**src/rtl/fetch_stage_if.sv**
```systemverilog
// Fetch-stage bundle: hazard/redirect controls, imem port and IF/ID outputs.
// FETCH_PERF_CNT_EN adds the perf_fetched / perf_stalls counter outputs.
interface fetch_stage_if #(
  parameter int WIDTH   = 32,
  parameter int IMEM_AW = 6
);
  logic               stall;
  logic               redirect_valid;
  logic [WIDTH-1:0]   redirect_pc;
  logic [IMEM_AW-1:0] imem_addr;
  logic [31:0]        imem_rd;
  logic [WIDTH-1:0]   pc;
  logic [31:0]        id_instr;
  logic [WIDTH-1:0]   id_pcplus4;
  logic               id_valid;
`ifdef FETCH_PERF_CNT_EN
  logic [31:0]        perf_fetched;
  logic [31:0]        perf_stalls;

  modport master (
    output stall, redirect_valid, redirect_pc, imem_rd,
    input  imem_addr, pc, id_instr, id_pcplus4, id_valid, perf_fetched, perf_stalls
  );
  modport slave (
    input  stall, redirect_valid, redirect_pc, imem_rd,
    output imem_addr, pc, id_instr, id_pcplus4, id_valid, perf_fetched, perf_stalls
  );
`else
  modport master (
    output stall, redirect_valid, redirect_pc, imem_rd,
    input  imem_addr, pc, id_instr, id_pcplus4, id_valid
  );
  modport slave (
    input  stall, redirect_valid, redirect_pc, imem_rd,
    output imem_addr, pc, id_instr, id_pcplus4, id_valid
  );
`endif
endinterface

```
**src/rtl/fetch_stage.sv**
```systemverilog
// MIPS instruction-fetch stage: PC register, imem addressing and IF/ID register.
// Optional FETCH_PERF_CNT_EN adds saturating fetched/stalled edge counters.
module fetch_stage #(
  parameter int               WIDTH    = 32,
  parameter int               IMEM_AW  = 6,
  parameter logic [WIDTH-1:0] RESET_PC = '0
) (
  input  logic          clk,
  input  logic          reset,
  fetch_stage_if.slave  io_fetch
);

  logic [WIDTH-1:0] r_pc;
  logic [31:0]      r_instr;
  logic [WIDTH-1:0] r_pcplus4;
  logic             r_valid;

  logic [WIDTH-1:0] w_pcplus4;
  logic [WIDTH-1:0] w_redirect_pc;

  assign w_pcplus4     = r_pc + WIDTH'(4);
  assign w_redirect_pc = io_fetch.redirect_pc & ~WIDTH'(3);

  // Priority: redirect squashes IF/ID and ignores stall; stall freezes everything.
  always_ff @(posedge clk or posedge reset) begin
    if (reset) begin
      r_pc      <= RESET_PC;
      r_instr   <= '0;
      r_pcplus4 <= '0;
      r_valid   <= 1'b0;
    end else if (io_fetch.redirect_valid) begin
      r_pc      <= w_redirect_pc;
      r_instr   <= '0;
      r_pcplus4 <= '0;
      r_valid   <= 1'b0;
    end else if (!io_fetch.stall) begin
      r_pc      <= w_pcplus4;
      r_instr   <= io_fetch.imem_rd;
      r_pcplus4 <= w_pcplus4;
      r_valid   <= 1'b1;
    end
  end

  assign io_fetch.imem_addr  = r_pc[IMEM_AW+1:2];
  assign io_fetch.pc         = r_pc;
  assign io_fetch.id_instr   = r_instr;
  assign io_fetch.id_pcplus4 = r_pcplus4;
  assign io_fetch.id_valid   = r_valid;

`ifdef FETCH_PERF_CNT_EN
  logic [31:0] r_perf_fetched;
  logic [31:0] r_perf_stalls;

  always_ff @(posedge clk or posedge reset) begin
    if (reset) begin
      r_perf_fetched <= '0;
      r_perf_stalls  <= '0;
    end else if (!io_fetch.redirect_valid) begin
      if (io_fetch.stall) begin
        if (r_perf_stalls != 32'hFFFF_FFFF) r_perf_stalls <= r_perf_stalls + 32'd1;
      end else begin
        if (r_perf_fetched != 32'hFFFF_FFFF) r_perf_fetched <= r_perf_fetched + 32'd1;
      end
    end
  end

  assign io_fetch.perf_fetched = r_perf_fetched;
  assign io_fetch.perf_stalls  = r_perf_stalls;
`endif

endmodule
```
**src/flat_wrapper.sv**
```systemverilog
// flat-port wrapper written by rule: the top's interface ports become plain ports
module fetch_stage_flat 
#(
  parameter int               WIDTH    = 32,
  parameter int               IMEM_AW  = 6,
  parameter logic [WIDTH-1:0] RESET_PC = '0
)
  (clk, reset, io_fetch_stall, io_fetch_redirect_valid, io_fetch_redirect_pc, io_fetch_imem_rd, io_fetch_imem_addr, io_fetch_pc, io_fetch_id_instr, io_fetch_id_pcplus4, io_fetch_id_valid);
  fetch_stage_if #(.WIDTH(WIDTH), .IMEM_AW(IMEM_AW)) io_fetch_i ();
  input  logic clk;
  input  logic reset;
  input wire logic [$bits(io_fetch_i.stall)-1:0] io_fetch_stall;
  input wire logic [$bits(io_fetch_i.redirect_valid)-1:0] io_fetch_redirect_valid;
  input wire logic [$bits(io_fetch_i.redirect_pc)-1:0] io_fetch_redirect_pc;
  input wire logic [$bits(io_fetch_i.imem_rd)-1:0] io_fetch_imem_rd;
  output wire logic [$bits(io_fetch_i.imem_addr)-1:0] io_fetch_imem_addr;
  output wire logic [$bits(io_fetch_i.pc)-1:0] io_fetch_pc;
  output wire logic [$bits(io_fetch_i.id_instr)-1:0] io_fetch_id_instr;
  output wire logic [$bits(io_fetch_i.id_pcplus4)-1:0] io_fetch_id_pcplus4;
  output wire logic [$bits(io_fetch_i.id_valid)-1:0] io_fetch_id_valid;
  assign io_fetch_i.stall = io_fetch_stall;
  assign io_fetch_i.redirect_valid = io_fetch_redirect_valid;
  assign io_fetch_i.redirect_pc = io_fetch_redirect_pc;
  assign io_fetch_i.imem_rd = io_fetch_imem_rd;
  assign io_fetch_imem_addr = io_fetch_i.imem_addr;
  assign io_fetch_pc = io_fetch_i.pc;
  assign io_fetch_id_instr = io_fetch_i.id_instr;
  assign io_fetch_id_pcplus4 = io_fetch_i.id_pcplus4;
  assign io_fetch_id_valid = io_fetch_i.id_valid;
  fetch_stage #(.WIDTH(WIDTH), .IMEM_AW(IMEM_AW), .RESET_PC(RESET_PC)) u_core (.clk(clk), .reset(reset), .io_fetch(io_fetch_i));
endmodule
```
**config.mk**
```make
export PLATFORM = sky130hd
export DESIGN_NAME = fetch_stage_flat
export DESIGN_NICKNAME = d
export VERILOG_FILES = /design/src/rtl/fetch_stage_if.sv /design/src/rtl/fetch_stage.sv /design/src/flat_wrapper.sv
export SDC_FILE = /design/constraint.sdc
export NUM_CORES = 1
export LEC_CHECK = 0
export ABC_CLOCK_PERIOD_IN_PS = 3800
export CORE_MARGIN = 5
export CORE_UTILIZATION = 46
export DETAILED_ROUTE_END_ITERATION = 8
export GPL_ROUTABILITY_DRIVEN = 0
export PLACE_DENSITY = 0.81
export SETUP_SLACK_MARGIN = 0.15
export SYNTH_ARGS = -nofsm -noshare
export SYNTH_HDL_FRONTEND = slang
export SYNTH_SLANG_ARGS = --single-unit
```
**constraint.sdc**
```tcl
create_clock -name clk -period 3.8 [get_ports clk]
set_input_delay 0.38 -clock clk [delete_from_list [all_inputs] [get_ports clk]]
set_output_delay 0.38 -clock clk [all_outputs]
set_load 0.1 [all_outputs]
```
==> flow_summary_export.csv <==
group,metric,value,unit
run_status,outcome,"complete, no violations",
global_route,grt_pass1_wl,23950,um
setup_path,crit_path_start,"u_core.io_fetch.pc[4]$_DFFE_PP0N_",
timing,worstMarginPinSlew,1.043,ns
flow_run,drv_cap,0,
setup_path,rr_startpoint,"u_core.io_fetch.pc[4]$_DFFE_PP0N_",
setup_path,crit_fanout,15,
setup_path,worstPathArrival,2.90,ns
timing,max_freq,372.3,MHz
setup_path,critPathCaptureType,"flip-flop",
clocking,clk_pin_slew_worst_paths,0.09,ns
detailed_routing,avgViaCountPerCell,5.845,
timing,period_minus_slack,2.686,ns
setup_path,reg2reg_slack,1.11,ns
die,die-area,0.01297,mm2
global_route,antenna_found_initial,0,
die,num_rows,38,
synthesis,syn_area,0.004965,mm2
placement,place_inst,787,
clocking,cts_buffers,9,
synthesis,yosysTopAreaCellShare,47.38,%
synthesis,yosysWarnings,0,
cells_and_area,multi_input_area,0.002311,mm2
timing,period_share,70.69,%
timing,whs,0.4294,ns
clocking,clk_latency,0.35,ns
hold_path,min_path_type,"in -> async",
synthesis,synthTopCellsByArea,"dfrtp_1 47%, mux2i_1 6.5%, nor2_1 5.7%",
setup_path,r2r_end,"u_core.io_fetch.id_pcplus4[17]$_DFFE_PP0N_",
die,chipHeight,113.9,um
global_route,grt_pass1_vias,4768,
power_and_ir_drop,static-leakage-power,0.002697,uW
die,start_util,46.41,%
setup_path,startpoint_type,"flip-flop",
setup_path,crit_type,"reg -> reg",
detailed_routing,num_vias,4688,
detailed_routing,drcViolationCount,0,
die,io_pins,171,
timing,maxSlewViolCount,0,
power_and_ir_drop,p_total,2886,uW
cells_and_area,fill_cells,873,
synthesis,ys_seq_area_share,47.38,%
timing,slew_headroom,30.22,%
clocking,hold_buffers,0,
clocking,clock_path_buffers,2,
synthesis,synth.distinct_cells,54,
clocking,postCtsSetupBuffers,0,
power_and_ir_drop,powerDensity,427.2,mW/mm2
global_route,grt_max_degree,79,
synthesis,synth_edf_count,0,
clocking,cts_max_level,3,
clocking,cts-resized-gates,0,
cells_and_area,regArea,0.002352,mm2
cells_and_area,antenna_cells,0,
detailed_routing,wl_per_cell,18.17,um
detailed_routing,drt_iter0_markers,378,
detailed_routing,first_pass_iters,6,
global_route,grt_util_all_layers,22.64,%
timing,hold_viol_final,0,
detailed_routing,postRouteAntennaNets,0,
placement,hpwl,10370,um
cells_and_area,final_nets,727,
die,die_x,113.9,um
setup_path,reg2reg_depth,4,
detailed_routing,wl,14570,um
global_route,grt_overflow,0,
setup_path,required,4.01,ns
cells_and_area,mostFrequentLayoutCells,"164 x clkdlybuf4s50_1, 94 x dfrtp_1, 75 x nor2_1",
cells_and_area,area_growth_syn_to_layout,36.09,%
synthesis,synthCells,530,
cells_and_area,final_common_cell,"clkdlybuf4s50_1",
timing,fin_skew,0.01024,ns
synthesis,yosysTopAreaCell,"dfrtp_1",
cells_and_area,layout.cells.non_filler,802,
timing,tns,0,ns
placement,io_buffers,166,
power_and_ir_drop,peakVddDrop,0.2282,mV
timing,rsz0062_at_grt,"false",
clocking,cts_tree,"built",
synthesis,ys_ff_latch,94,
synthesis,synth_area_per_cell,9.367,um2
synthesis,synthArstFlopShare,100.0,%
synthesis,synthFlopType,"dfrtp_1",
clocking,cts_sinks,94,
cells_and_area,drive_gt1_share,4.381,%
clocking,root_buffer,"clkbuf_8",
die,core,0.01070,mm2
timing,setup_viol_count_final,0,
==> cell usage after synthesis, types with 4 or more instances <==
cell type and number:
o21ai_0 19, nand2_1 38, buf_2 11, a2111oi_0 4
buf_1 6, nor2_1 75, nor2b_1 4, nand4_1 16
nand3_1 18, and4_1 5, dfrtp_1 94, a21oi_1 9
a31oi_1 11, inv_1 12, or3_1 7, xnor2_1 20
nor3_1 13, o41ai_1 5, buf_4 9, or4_1 12
mux2i_1 32, o31ai_1 9, nor4_1 11, a311oi_1 8
a211oi_1 11, clkbuf_1 27
==> kinds of logic after synthesis <==
group	synth area share [%]
AO/OA/AOI/OAI	13.41
XOR/XNOR	4.058
adder cells (fa/ha/maj)	0.2520
buffers and inverters	6.149
flip-flops	47.38
multiplexers	6.452
other	0.07553
AND/OR/NAND/NOR	22.23
==> worst max-delay path by stage <==
| stage | cells after the start | slack, ns | end |
|---|---|---|---|
| after global placement | 5 | 1.25 | u_core.io_fetch.id_pcplus4[28]$_DFFE_PP0N_ |
| after CTS | 4 | 1.11 | u_core.io_fetch.id_pcplus4[31]$_DFFE_PP0N_ |
| after detailed placement | 4 | 1.10 | u_core.io_fetch.id_pcplus4[31]$_DFFE_PP0N_ |
| after floorplan | 5 | 0.93 | u_core.io_fetch.id_pcplus4[30]$_DFFE_PP0N_ |
| final | 4 | 1.11 | u_core.io_fetch.id_pcplus4[17]$_DFFE_PP0N_ |
| after global routing | 4 | 0.82 | u_core.io_fetch.id_pcplus4[31]$_DFFE_PP0N_ |
==> sequential cells by signal, indices dropped and copies added, names as in the netlist <==
register	count
u_core.io_fetch.id_valid	1
u_core.io_fetch.pc	30
u_core.io_fetch.id_instr	32
u_core.io_fetch.id_pcplus4	31
==> per-stage QoR <==
step	setup WS (ns)	utilization (%)	cell area [um2]
final	1.114	63.16	6756
after global routing	0.8181	63.16	6756
after CTS	1.110	63.16	6756
after detailed placement	1.100	61.52	6581
after global placement	1.252	61.52	6581
after floorplan	0.9281	-	4969
==> report_power, final <==
part           internal (uW)  switching, uW  total, uW
Sequential              1070           99.3       1170
Combinational            283            816       1100
Clock                    270            346        616
==> per-layer routing <==
layer  vias up  track usage (%)  share of wire [%]
li1       2169                -                  -
met2       248            37.26                 48
met3        22            8.117                 11
met4         0            6.255                1.6
met1      2249            28.31                 40
met5         -                0                  0
==> final cells by class <==
| class | count | area share (%) |
|---|---|---|
| clock buffers | 12 | 2.296 |
| multi-input cells | 369 | 34.20 |
| flip-flops and latches | 94 | 34.81 |
| repair buffers | 171 | 25.04 |
| clock inverters | 3 | 0.2963 |
| well taps | 140 | 2.593 |
| inverters | 13 | 0.7593 |
==> critical path, stage by stage, from the launching register on <==
cell and delay [ns]:
dfrtp_1 0.47, nand3_1 0.45, nor4_2 0.97, a211oi_1 0.18, a2111oi_0 0.47
(Power assumes the default switching activity.)
